==> src/rtl/spi_coeff_master.sv <==
// SPI mode-0 initiator that streams valid/ready coefficient words MSB first,
// packing up to NTaps words into one cs-low frame.
module spi_coeff_master #(
  parameter int unsigned DataWidth = 8,
  parameter int unsigned NTaps     = 13,
  parameter int unsigned ClkDiv    = 4
) (
  input  logic                       clk,
  input  logic                       reset,
  input  logic [DataWidth-1:0]       coefData,
  input  logic                       coefValid,
  input  logic                       coefLast,
  output logic                       coefReady,
  output logic                       spiClk,
  output logic                       mosi,
  output logic                       cs,
  output logic                       busy,
  output logic                       done,
  output logic [$clog2(NTaps+1)-1:0] wordCount
);

  localparam int unsigned DIV_W = $clog2(ClkDiv);
  localparam int unsigned BIT_W = $clog2(DataWidth);
  localparam int unsigned CNT_W = $clog2(NTaps + 1);
  localparam logic [DIV_W-1:0] DIV_LAST = DIV_W'(ClkDiv - 1);
  localparam logic [BIT_W-1:0] BIT_LAST = BIT_W'(DataWidth - 1);

  typedef enum logic [2:0] {
    ST_IDLE,
    ST_LOW,
    ST_HIGH,
    ST_WORDEND,
    ST_GAP
  } state_t;

  state_t               state_q, state_d;
  logic [DIV_W-1:0]     div_q, div_d;
  logic [DataWidth-1:0] shift_q, shift_d;
  logic [BIT_W-1:0]     bit_cnt_q, bit_cnt_d;
  logic                 last_q, last_d;
  logic [CNT_W-1:0]     cnt_d;
  logic                 cs_d, sclk_d, mosi_d, done_d, busy_d, ready_d;
  logic                 handshake;
  logic                 div_end;

  // Next-state and next-output decode
  always_comb begin
    state_d   = state_q;
    div_d     = div_q;
    shift_d   = shift_q;
    bit_cnt_d = bit_cnt_q;
    last_d    = last_q;
    cnt_d     = wordCount;
    cs_d      = cs;
    sclk_d    = spiClk;
    mosi_d    = mosi;
    done_d    = 1'b0;
    handshake = coefValid && coefReady;
    div_end   = (div_q == DIV_LAST);

    case (state_q)
      ST_IDLE: begin
        if (handshake) begin
          shift_d   = coefData;
          mosi_d    = coefData[DataWidth-1];
          bit_cnt_d = BIT_LAST;
          cs_d      = 1'b0;
          cnt_d     = CNT_W'(1);
          last_d    = coefLast || (NTaps == 32'd1);
          div_d     = '0;
          state_d   = ST_LOW;
        end
      end
      ST_LOW: begin
        if (div_end) begin
          sclk_d  = 1'b1;
          div_d   = '0;
          state_d = ST_HIGH;
        end else begin
          div_d = div_q + DIV_W'(1);
        end
      end
      ST_HIGH: begin
        if (div_end) begin
          sclk_d = 1'b0;
          div_d  = '0;
          if (bit_cnt_q == '0) begin
            state_d = ST_WORDEND;
          end else begin
            shift_d   = shift_q << 1;
            mosi_d    = shift_q[DataWidth-2];
            bit_cnt_d = bit_cnt_q - BIT_W'(1);
            state_d   = ST_LOW;
          end
        end else begin
          div_d = div_q + DIV_W'(1);
        end
      end
      ST_WORDEND: begin
        if (last_q) begin
          if (div_end) begin
            cs_d    = 1'b1;
            done_d  = 1'b1;
            div_d   = '0;
            state_d = ST_GAP;
          end else begin
            div_d = div_q + DIV_W'(1);
          end
        end else if (handshake) begin
          // Mid-frame word: cs stays low, word count drives the forced close
          shift_d   = coefData;
          mosi_d    = coefData[DataWidth-1];
          bit_cnt_d = BIT_LAST;
          cnt_d     = wordCount + CNT_W'(1);
          last_d    = coefLast || ((32'(wordCount) + 32'd1) == NTaps);
          div_d     = '0;
          state_d   = ST_LOW;
        end
      end
      ST_GAP: begin
        if (div_end) begin
          div_d   = '0;
          state_d = ST_IDLE;
        end else begin
          div_d = div_q + DIV_W'(1);
        end
      end
      default: state_d = ST_IDLE;
    endcase

    busy_d  = (state_d != ST_IDLE);
    ready_d = (state_d == ST_IDLE) || ((state_d == ST_WORDEND) && !last_d);
  end

  // State and output registers
  always_ff @(posedge clk) begin
    if (reset) begin
      state_q   <= ST_IDLE;
      div_q     <= '0;
      shift_q   <= '0;
      bit_cnt_q <= '0;
      last_q    <= 1'b0;
      wordCount <= '0;
      cs        <= 1'b1;
      spiClk    <= 1'b0;
      mosi      <= 1'b0;
      done      <= 1'b0;
      busy      <= 1'b0;
      coefReady <= 1'b0;
    end else begin
      state_q   <= state_d;
      div_q     <= div_d;
      shift_q   <= shift_d;
      bit_cnt_q <= bit_cnt_d;
      last_q    <= last_d;
      wordCount <= cnt_d;
      cs        <= cs_d;
      spiClk    <= sclk_d;
      mosi      <= mosi_d;
      done      <= done_d;
      busy      <= busy_d;
      coefReady <= ready_d;
    end
  end

endmodule
==> config.mk <==
export PLATFORM = sky130hd
export DESIGN_NAME = spi_coeff_master
export DESIGN_NICKNAME = d
export VERILOG_FILES = /design/src/rtl/spi_coeff_master.sv
export SDC_FILE = /design/constraint.sdc
export NUM_CORES = 1
export LEC_CHECK = 0
export CAP_MARGIN = 20
export CORE_ASPECT_RATIO = 0.7
export CORE_MARGIN = 1.5
export CORE_UTILIZATION = 54
export DETAILED_ROUTE_END_ITERATION = 16
export PLACE_DENSITY_LB_ADDON = 0.08
export SETUP_SLACK_MARGIN = 0.3
export SYNTH_ARGS = -nofsm -noshare
export SYNTH_HDL_FRONTEND = slang
export SYNTH_SLANG_ARGS = --single-unit
export TNS_END_PERCENT = 30
==> constraint.sdc <==
create_clock -name clk -period 2.6 [get_ports clk]
set_input_delay 0.52 -clock clk [delete_from_list [all_inputs] [get_ports clk]]
set_output_delay 0.52 -clock clk [all_outputs]
set_load 0.005 [all_outputs]
After elaboration in Yosys (flattened, before gate mapping)
Index checks and enable logic that the tools add are counted.

storage, ports and cells
  bits in writable memories = 0
  bits in latches = 0
  input port bits = 12
  flip-flop bits (word level) = 27
  bits in read-only memories = 0
  output and inout bits = 10
  memories = 0

operators by class
  multiplexer cells = 42
  $add $sub $neg = 4
  shifts and indexed selects = 0
  $mul = 0
  order comparisons = 0
  reductions and logical operators = 19
  bitwise logic cells = 2
  equality and inequality tests = 15
  div/mod/pow operators = 0

operators with widths
  cell                   number
  $mux W8                4
  $mux W3                10
  $pmux W8 S3            1
  $ne A2 B2 Y1 const B   8
  $pmux W3 S5            1
  $mux W1                12
  $mux W4                3
  $reduce_and A4 Y1      3
  $eq A3 B2 Y1 const B   3
  $logic_not A3 Y1       3
  $pmux W3 S3            1
  $reduce_bool A3 Y1     3
  $mux W2                4
  $pmux W4 S2            1
  $pmux W1 S2            3
  $pmux W2 S3            1
  $reduce_or A3 Y1       2
  $add A4 B1 Y5 const B  1
  $eq A5 B4 Y1 const B   1
  $add A4 B1 Y4 const B  1
  $reduce_bool A2 Y1     2
  $eq A3 B1 Y1 const B   1
  $eq A3 B3 Y1 const B   1
  $pmux W1 S3            1
  other kinds (8)        11

Logic depth before layout (Yosys ltp)
Gate-level depths: netlist of run 1.

  word-level depth = 9
  gate-level depth with buffers = 8

Worst setup path after synthesis of run 1
Ideal clock, no wire load.

  kind = reg-to-reg
  from = register div_q[0]
  to = register bit_cnt_q[0]
  setup slack = 910 ps
  path buffers = 2
  setup time = 79 ps
  data required time = 2521 ps
  period minus slack after synthesis = 1690 ps
  arrival = 1611 ps
  stages on the path, launching flop included = 9
  path through = dfxtp_1 > ha_1 > buf_4 > nand2_2 > or4_4 > nand2_4 > buf_6 > nor2_1 > a211oi_2

between the ends
  longest elaborated chain between the ends = 3

ends and longest elaborated chain
  what                         line  RTL
  start: declaration           37    logic [DIV_W-1:0] div_q, div_d;
  start signal: assignment     152   div_q <= div_d;
  $eq A2 B2 Y1                 59    div_end = (div_q == DIV_LAST);
  via div_end                  44    logic div_end;
  $ne A2 B2 Y1 (no line)       n/a
  $reduce_and A4 Y1 (no line)  n/a
  end signal: assignment       154   bit_cnt_q <= bit_cnt_d;
  end: declaration             39    logic [BIT_W-1:0] bit_cnt_q, bit_cnt_d;

The timed path passes the listed nets, and every way through them passes these cells.
A chain may end at the register's enable or synchronous reset.

==> summary.txt, run 1 <==
Route
  – WL per Instance: 13.5 um
  – DR iter-0 viols: 73
  – First drt pass iteration count: 4
  – DRC viols: 0
  – Final wirelength: 2730 um
  – Post-route ant nets: 0
  – Vias per std cell: 5.54
  – DR vias: 1,119

Clocking
  – H-tree depth: 1
  – Clock buffers created by TritonCTS: 3
  – CTS tree: built
  – Hold-fix buffer count after cts: 0
  – Post_cts resized: 0
  – CTS max path bufs: 2
  – Clock latency on the worst-skew pair: 0.32 ns
  – Post-CTS Setup Repair Bufs: 0
  – CTS sink cnt: 26
  – CTS clk-pin slew, worst paths: 0.14 ns
  – CTS root buf: clkbuf_4

Min path
  – Min-Delay Path Depth: 2
  – Min-Delay Path Class: reg -> reg
  – Hold EP: shift_q[0]$_SDFFE_PP0P_
  – Hold Crit Start: shift_q[0]$_SDFFE_PP0P_

Floorplan
  – FP Rows: 14
  – Die ar.: 2810 sq um
  – Core Area: 2260 sq um
  – Die Y: 44.8 um
  – Initial Utilization: 59.7%
  – Die width: 62.7 um
  – Ports: 22

Run
  – Maxcap violations: 0

Global route
  – Largest net degree at the start of global routing: 16
  – Vias in the first global route: 1,041
  – Initial antenna violation count: 0
  – Gr usage total: 21.3%
  – First-pass GRT wire length: 4760 um
  – Grt total ovfl: 0

Cells and area
  – Layout cells sized above 1: 9.41%
  – Layout Nets: 188
  – Ant diodes: 0
  – Final standard cell count with taps included and fillers excluded: 202
  – Util after Layout: 71.3%
  – Finished Cell Area: 1610 sq um
  – Area grow syn2layout: 19.5%

Place
  – HPWL Detailed: 2050 um
  – Port buffer count: 21
  – Placed Cells: 198
  – Routability cong.: 0.838
  – Placement Cell Area: 1560 sq um

Synth
  – Mapped Area: 1350 sq um
  – Post-synthesis sequential area ratio: 38.6%
  – Async SR Flop Fraction: 0%
  – Synth cell types: 46
  – Synth Flop Type: dfxtp_1
  – Synth Register Bits: 26
  – Post-synth EDFFs: 0
  – Synth Net Count: 169
  – Post-synthesis cell count: 152
  – Mapped Avg Cell Area: 8.87 sq um
  – Ys Warns: 0

Setup path
  – Required time worst endpoint: 2.84 ns
  – Setup CP Type: reg -> reg
  – WP data arrival: 2.16 ns
  – Worst r2r dst: shift_q[7]$_SDFFE_PP0P_
  – Worst r2r path cells: 6
  – Setup crit end kind: flop
  – R2R setup slack: 0.68 ns
  – Reg2Reg Launch Point: div_q[0]$_SDFFE_PP0P_
  – Worst Setup Start Kind: flop
  – CP Max Fanout: 15

STA
  – RSZ-0062 raised after global routing: no
  – Worst-Margin Slew: 0.537 ns
  – Final min period: 1.92 ns
  – Hold WS: 0.496 ns
  – Final Hold Vio Count: 0
  – Final Setup Violations: 0
  – Layout Skew: 0.0120 ns
  – Max frequency: 0.522 GHz
  – TNS Setup: 0 ns
  – Final worst-path cycle share: 73.7%
  – Relative slew slack: 64.1%
  – Max-slew violations: 0

Pwr
  – PwrDens: 536 nW/um^2
  – VDD IR max: 0.000355 V
  – Pleak: 0.570 nW

Run status
  – Status: completed
==> per-layer routing <==
metal	part of all wire (%)	track usage, %
met1	51	28.8
met2	42	35.5
met3	6.1	6.48
met4	0.22	2.22
met5	0	0
==> synth_stat cells (3+ instances only) <==
| master | number | area share (%) |
|---|---|---|
| nor2_1 | 19 | 5.3 |
| mux2i_1 | 7 | 5.2 |
| ha_1 | 5 | 4.6 |
| o21ai_0 | 7 | 2.6 |
| clkbuf_1 | 3 | 0.83 |
| inv_1 | 7 | 1.9 |
| a211oi_1 | 7 | 3.9 |
| a211oi_2 | 3 | 2.8 |
| dfxtp_1 | 26 | 39 |
| a21oi_1 | 8 | 3.0 |
| nor3b_1 | 4 | 2.2 |
| nor2b_1 | 3 | 1.4 |
| nand2_1 | 10 | 2.8 |
==> per-stage QoR <==
step	setup slack (ns)	total power, W
2_1_floorplan	0.910	0.000547
3_3_place_gp	0.461	0.000590
3_5_place_dp	0.451	0.000597
4_1_cts	0.704	0.000870
5_1_grt	0.514	0.000902
6_report	0.684	0.000864
==> report_power, final <==
group	internal (W)	switching, W	total (W)
clock	0.000156	0.000119	0.000275
sequential	0.000426	0.0000208	0.000447
combinational	0.0000719	0.0000705	0.000142
==> cells in the final DEF, fill, tap and decap left out, types with 3 or more instances in the layout <==
cell type | synthesis | routed
inv_1 | 7 | 7
nor2b_1 | 3 | 3
nor3b_1 | 4 | 4
a211oi_1 | 7 | 7
a211oi_2 | 3 | 3
a21oi_1 | 8 | 8
nand2_1 | 10 | 10
buf_4 | 2 | 3
ha_1 | 5 | 5
dfxtp_1 | 26 | 26
clkbuf_4 | 0 | 3
nor2_1 | 19 | 19
mux2i_1 | 7 | 7
o21ai_0 | 7 | 7
clkdlybuf4s50_1 | 0 | 21
==> flip-flops by register name (all words and copies together) (netlist names) <==
| name | flops |
|---|---|
| div_q | 2 |
| wordCount | 4 |
| busy | 1 |
| done | 1 |
| last_q | 1 |
| coefReady | 1 |
| state_q | 3 |
| cs | 1 |
| spiClk | 1 |
| bit_cnt_q | 3 |
| shift_q | 8 |
==> area by class of cell <==
| cell class | count | area [sq um] |
|---|---|---|
| clock buffers | 3 | 22.5 |
| clock inverters | 1 | 30.0 |
| fillers | 171 | 648 |
| inverters | 7 | 26.3 |
| multi-input cells | 109 | 739 |
| flip-flops and latches | 26 | 520 |
| well taps | 32 | 40.0 |
| repair buffers | 24 | 233 |
==> how the worst max path moves through the flow <==
| stage | startpoint | endpoint |
|---|---|---|
| 2_1_floorplan | div_q[0]$_SDFFE_PP0P_ | bit_cnt_q[0]$_SDFFE_PP0P_ |
| 3_3_place_gp | coefValid | coefReady$_SDFF_PP0_ |
| 5_1_grt | div_q[0]$_SDFFE_PP0P_ | shift_q[5]$_SDFFE_PP0P_ |
| 4_1_cts | div_q[0]$_SDFFE_PP0P_ | shift_q[3]$_SDFFE_PP0P_ |
| 6_report | div_q[0]$_SDFFE_PP0P_ | shift_q[7]$_SDFFE_PP0P_ |
| 3_5_place_dp | coefValid | coefReady$_SDFF_PP0_ |
==> critical path, stage by stage (launching register included) <==
cell and delay [ns]:
dfxtp_1 0.38, ha_1 0.35, nand2_2 0.14, or4_4 0.53, nand2_4 0.18, nor2_1 0.08
a211oi_2 0.18
==> logic make-up after synthesis <==
group	after synthesis	share of synthesized area, %
DFF	26	38.6
xor gates and xnor gates	1	0.649
muxes	8	6.03
adders and majority gates	5	4.64
buffers and inverters	17	6.59
AOI/OAI and AO/OA	39	20.3
and+or+nand+nor	56	23.2
Note: power is estimated with default switching activity, not from simulation.
==> run 2, diff against run 1 <==
--- a/config.mk
+++ b/config.mk
@@ -8,7 +8,7 @@
 export CAP_MARGIN = 20
 export CORE_ASPECT_RATIO = 0.7
 export CORE_MARGIN = 1.5
-export CORE_UTILIZATION = 54
+export CORE_UTILIZATION = 52
 export DETAILED_ROUTE_END_ITERATION = 16
 export PLACE_DENSITY_LB_ADDON = 0.08
 export SETUP_SLACK_MARGIN = 0.3
==> constraint.sdc (replaced) <==
create_clock -name clk -period 1.8 [get_ports clk]
set_input_delay 0.36 -clock clk [delete_from_list [all_inputs] [get_ports clk]]
set_output_delay 0.36 -clock clk [all_outputs]
set_load 0.005 [all_outputs]
==> run 2 against run 1 <==
  * Sequential share of layout area down 5.3 points
  * Wire length increased by 32%
  * Count of clock-buffer cells in the layout is the same
  * Hold slack got worse by 0.023 ns
  * Global-route usage rose by 2.7 points
  * Utilization is 11 points higher
  * Flip-flop and latch count is the same
  * Die area is 3.6% higher
  * Critical endpoint is now shift_q[6]$_SDFFE_PP0P_
  * Largest power group unchanged
==> summary.txt, run 2 (same netlist as run 1, synthesis figures left out) <==
Setup path
  – WP data arrival: 1.88 ns
  – Setup CP Type: reg -> reg
  – Required time worst endpoint: 1.99 ns
  – CP Max Fanout: 6
  – Setup crit end kind: flop
  – Worst Setup Start Kind: flop

Floorplan
  – Die ar.: 2910 sq um
  – Core Area: 2460 sq um
  – Die Y: 45.6 um
  – FP Rows: 15
  – Initial Utilization: 54.9%
  – Ports: 22
  – Die width: 63.9 um

Clocking
  – CTS root buf: clkbuf_8
  – CTS tree: built
  – CTS max path bufs: 2
  – Clock buffers created by TritonCTS: 3
  – CTS sink cnt: 26
  – Hold-fix buffer count after cts: 0
  – H-tree depth: 1
  – CTS clk-pin slew, worst paths: 0.09 ns
  – Clock latency on the worst-skew pair: 0.27 ns

STA
  – Final Hold Vio Count: 0
  – Final min period: 1.68 ns
  – RSZ-0062 raised after global routing: yes
  – Max frequency: 0.594 GHz
  – Relative slew slack: 72.3%
  – Setup WS post-layout: 0.117 ns
  – Final Setup Violations: 0
  – Worst-Margin Slew: 0.412 ns
  – Final worst-path cycle share: 93.5%
  – Layout Skew: 0.00768 ns
  – TNS Setup: 0 ns
  – Hold WS: 0.473 ns
  – Max-slew violations: 0

Pwr
  – PwrDens: 645 nW/um^2
  – Pleak: 0.792 nW
  – Clock share of power: 24.9%
  – Combinational Power Share: 25.4%
  – Power Total: 0.00131 W
  – Part of the power in registers: 49.7%
  – Psw: 0.000351 W
  – VDD IR max: 0.000450 V
  – P_int: 0.000954 W
  – Switching Share: 26.9%

Route
  – DRC viols: 0
  – DR vias: 1,293
  – First drt pass iteration count: 4
  – DR iter-0 viols: 86
  – Post-route ant nets: 0
  – WL per Instance: 15.4 um
  – Vias per std cell: 5.53
  – Post-Route M1 WL: 1680 um
  – DR WL met2: 1600 um
  – Final wirelength: 3610 um
  – Routed wl met3: 286 um
  – Uppermost layer routed: met4

Global route
  – Initial antenna violation count: 0
  – Grt total ovfl: 0
  – Largest net degree at the start of global routing: 15
  – Vias in the first global route: 1,127
  – First-pass GRT wire length: 5220 um
  – Gr usage total: 24.0%

Cells and area
  – Most frequent cells in the layout: buf_4, clkdlybuf4s50_1, dfxtp_1, nor2_1, nand2_1
  – Most common cell after layout, fill and taps aside: buf_4
  – Largest regs: shift_q (8), wordCount (4)
  – Ant diodes: 0
  – Area grow syn2layout: 50.0%
  – Layout Nets: 219
  – Register bank with the most flops: shift_q
  – Finished Cell Area: 2020 sq um
  – Max reg flops: 8
  – Layout cells sized above 1: 38.0%

Run
  – Maxcap violations: 0

Place
  – HPWL Detailed: 2100 um
  – Placement Cell Area: 1700 sq um
  – Routability cong.: 0.877
  – Port buffer count: 21
  – DP Worst Slack: -0.172 ns

Run status
  – Status: completed

Min path
  – Min-Delay Path Class: reg -> reg
==> run 2: changes by cell type in the layout (fill, tap and decap cells not counted), moves of 2 or more <==
cell      change
inv_1         -2
clkbuf_4      -3
buf_6         +4
ha_1          -2
nor2_4        +4
nor2_1        -5
inv_2         +2
nand2_4       +2
dfxtp_1      -10
dfxtp_2       +5
dfxtp_4       +5
clkbuf_8      +3
buf_4        +25
==> run 2: per-layer routing <==
| layer | global-route usage [%] | vias to the layer above |
|---|---|---|
| met5 | 0 | - |
| met4 | 8.26 | 0 |
| met3 | 5.69 | 4 |
| met2 | 36.9 | 55 |
| met1 | 33.4 | 599 |
| li1 | - | 635 |
==> run 2: through the flow <==
stage,utilization [%],std cells
after floorplan,-,152
after global placement,69.2,210
after detailed placement,69.2,210
after CTS,76.7,225
after global routing,82.3,234
final,82.3,234
==> run 2: layout make-up <==
cell class              count  area [sq um]
multi-input cells         110           880
flip-flops and latches     26           546
repair buffers             54           488
fillers                   144           435
well taps                  34          42.5
clock buffers               3          41.3
inverters                   7          26.3
==> run 2: worst max-delay path, cell delays in order, from the launching register on <==
cell and delay [ns]:
dfxtp_4 0.36, inv_2 0.04, ha_2 0.16, nor2b_4 0.12, or4_4 0.49, nand2_8 0.11, buf_12 0.13, nor2_4 0.03
a211oi_2 0.17
==> run 2: worst paths after layout <==
| path | start | end | slack, ns | depth (start not counted) |
|---|---|---|---|---|
| setup / recovery | bit_cnt_q[0]$_SDFFE_PP0P_ | shift_q[6]$_SDFFE_PP0P_ | 0.12 | 8 |
| hold / removal | shift_q[0]$_SDFFE_PP0P_ | shift_q[0]$_SDFFE_PP0P_ | 0.47 | 2 |
| setup reg to reg | bit_cnt_q[0]$_SDFFE_PP0P_ | shift_q[6]$_SDFFE_PP0P_ | 0.12 | 8 |
| hold reg to reg | shift_q[0]$_SDFFE_PP0P_ | shift_q[0]$_SDFFE_PP0P_ | 0.47 | 2 |
==> run 2: power by group through the flow <==
stage	logic, W	registers, W	clock network, W
global route	0.000358	0.000654	0.000360
global placement	0.000236	0.000664	0
floorplan	0.000157	0.000658	0
detailed placement	0.000242	0.000668	0
finish	0.000332	0.000649	0.000325
CTS	0.000287	0.000652	0.000333
==> run 2: timing repair <==
action,in CTS,in global routing
buffers inserted,11,9
resized for setup,17,19
endpoints found under the setup margin,22,30
pin swaps,7,6
cloned,1,0
==> run 3, diff against run 2 <==
--- a/config.mk
+++ b/config.mk
@@ -7,9 +7,9 @@
 export LEC_CHECK = 0
 export CAP_MARGIN = 20
 export CORE_ASPECT_RATIO = 0.7
-export CORE_MARGIN = 1.5
 export CORE_UTILIZATION = 52
 export DETAILED_ROUTE_END_ITERATION = 16
+export GPL_ROUTABILITY_DRIVEN = 0
 export PLACE_DENSITY_LB_ADDON = 0.08
 export SETUP_SLACK_MARGIN = 0.3
 export SYNTH_ARGS = -nofsm -noshare
==> run 3 against run 2 <==
  * Utilization is 0.92 points higher
  * Maximum frequency hardly changed
  * Hold slack better by 0.015 ns
  * Sequential power hardly changed
  * Clock power is 18% higher
  * Largest cell class unchanged
==> summary.txt, run 3 (same netlist as run 1, synthesis figures left out) <==
STA
  – Final min period: 1.68 ns
  – RSZ-0062 raised after global routing: yes
  – Final Hold Vio Count: 0
  – Max frequency: 0.594 GHz
  – Worst-Margin Slew: 0.443 ns
  – Relative slew slack: 70.4%
  – Final Setup Violations: 0
  – TNS Setup: 0 ns
  – Final worst-path cycle share: 93.6%
  – Max-slew violations: 0
  – Layout Skew: 0.00911 ns
  – Hold WS: 0.488 ns

Pwr
  – Combinational Power Share: 24.1%
  – VDD IR max: 0.000717 V
  – P_int: 0.000989 W
  – Power Total: 0.00136 W
  – Switching Share: 27.2%
  – PwrDens: 664 nW/um^2
  – Clock share of power: 28.2%
  – Psw: 0.000369 W
  – Pleak: 0.804 nW
  – Part of the power in registers: 47.8%

Cells and area
  – Layout cells sized above 1: 39.6%
  – Largest regs: shift_q (8), wordCount (4)
  – Most common cell after layout, fill and taps aside: buf_4
  – Area grow syn2layout: 51.7%
  – Max reg flops: 8
  – Layout Nets: 220
  – Register bank with the most flops: shift_q
  – Most frequent cells in the layout: buf_4, clkdlybuf4s50_1, dfxtp_1, nor2_1, nand2_1
  – Ant diodes: 0

Setup path
  – Worst Setup Start Kind: flop
  – Delay-heaviest family, CP: simple AND/OR/NAND/NOR gates
  – Worst-path cell chain: ha_4 -> nand2_4 -> or4_4 -> nand2_8 -> buf_12 -> nor2_4 -> a211oi_2
  – CP Max Fanout: 6
  – WP buf/inv: 1
  – Slowest cell on the critical path: or4_4
  – CP max stage delay: 0.58 ns
  – Setup crit end kind: flop
  – Required time worst endpoint: 1.99 ns
  – WP data arrival: 1.88 ns
  – Setup CP Type: reg -> reg

Global route
  – First-pass GRT wire length: 5530 um
  – Gr usage total: 25.6%
  – Initial antenna violation count: 0
  – Vias in the first global route: 1,204
  – Largest net degree at the start of global routing: 15
  – Grt total ovfl: 0

Route
  – Final wirelength: 3750 um
  – Post-route ant nets: 0
  – DR iter-0 viols: 72
  – DRC viols: 0
  – Vias per std cell: 5.68
  – First drt pass iteration count: 4
  – WL per Instance: 15.9 um
  – DR vias: 1,340

Clocking
  – H-tree depth: 1
  – Clock buffers created by TritonCTS: 3
  – Clock latency on the worst-skew pair: 0.28 ns
  – CTS sink cnt: 26
  – CTS clk-pin slew, worst paths: 0.09 ns
  – CTS tree: built
  – CTS root buf: clkbuf_8
  – Hold-fix buffer count after cts: 0
  – CTS max path bufs: 2

Floorplan
  – Die Y: 44.6 um
  – Initial Utilization: 54.9%
  – Core Area: 2460 sq um
  – FP Rows: 15
  – Die ar.: 2800 sq um
  – Die width: 62.9 um
  – Ports: 22

Place
  – Port buffer count: 21
  – HPWL Detailed: 2210 um

Min path
  – Min-Delay Path Class: reg -> reg

Run
  – Maxcap violations: 0

Run status
  – Status: completed
run 3: cell types whose count changed in the layout (fill, tap and decap cells not counted), sizes merged:
cell    before  now
buf         33   34
clkbuf       3    4
run 3: through the flow:
step	instances	worst slack (ns)	utilization (%)	cell area (sq um)
final	236	0.116	83.2	2050
after global routing	236	0.0587	83.2	2050
after CTS	224	0.129	77.4	1900
after detailed placement	209	-0.204	68.9	1690
after global placement	209	-0.0870	68.9	1690
after floorplan	152	0.175	-	1410
run 3: cell type report:
class                   count  area, sq um
multi-input cells         110          886
flip-flops and latches     26          546
repair buffers             55          488
fillers                   123          413
clock buffers               4         55.1
well taps                  34         42.5
inverters                   7         28.8
run 3: final timing paths:
kind                                              start                 endpoint  slack [ns]  cells past startpoint
worst min-delay path            shift_q[0]$_SDFFE_PP0P_  shift_q[0]$_SDFFE_PP0P_        0.49                      2
worst max register to register    div_q[1]$_SDFFE_PP0P_  shift_q[7]$_SDFFE_PP0P_        0.12                      7
worst max-delay path              div_q[1]$_SDFFE_PP0P_  shift_q[7]$_SDFFE_PP0P_        0.12                      7
worst min register to register  shift_q[0]$_SDFFE_PP0P_  shift_q[0]$_SDFFE_PP0P_        0.49                      2
run 3: power by group through the flow:
stage	Sequential (W)	Clock [W]	Combinational, W
3_5_place_dp	0.000667	0	0.000245
6_report	0.000649	0.000382	0.000327
2_1_floorplan	0.000658	0	0.000157
3_3_place_gp	0.000663	0	0.000235
5_1_grt	0.000654	0.000413	0.000354
4_1_cts	0.000652	0.000378	0.000294
run 3: worst min-delay path: cells and delay by family, from the launching register on:
family,cells,cell delay [ns]
simple gates,1,0.06
flops,1,0.32
compound gates,1,0.06
run 3: repair_timing:
item                                    CTS  global route
setup buffers                            10            12
cloned                                    1             0
pin swaps                                 9             5
resized for setup                        22            18
endpoints found under the setup margin   22            29
run 3: metal layers:
metal  wire [um]  GRT usage (%)  part of all wire (%)
met1        1770           33.1                    47
met2        1730           43.0                    46
met3         214           6.19                   5.7
met4          39           6.98                   1.0
met5           0              0                     0
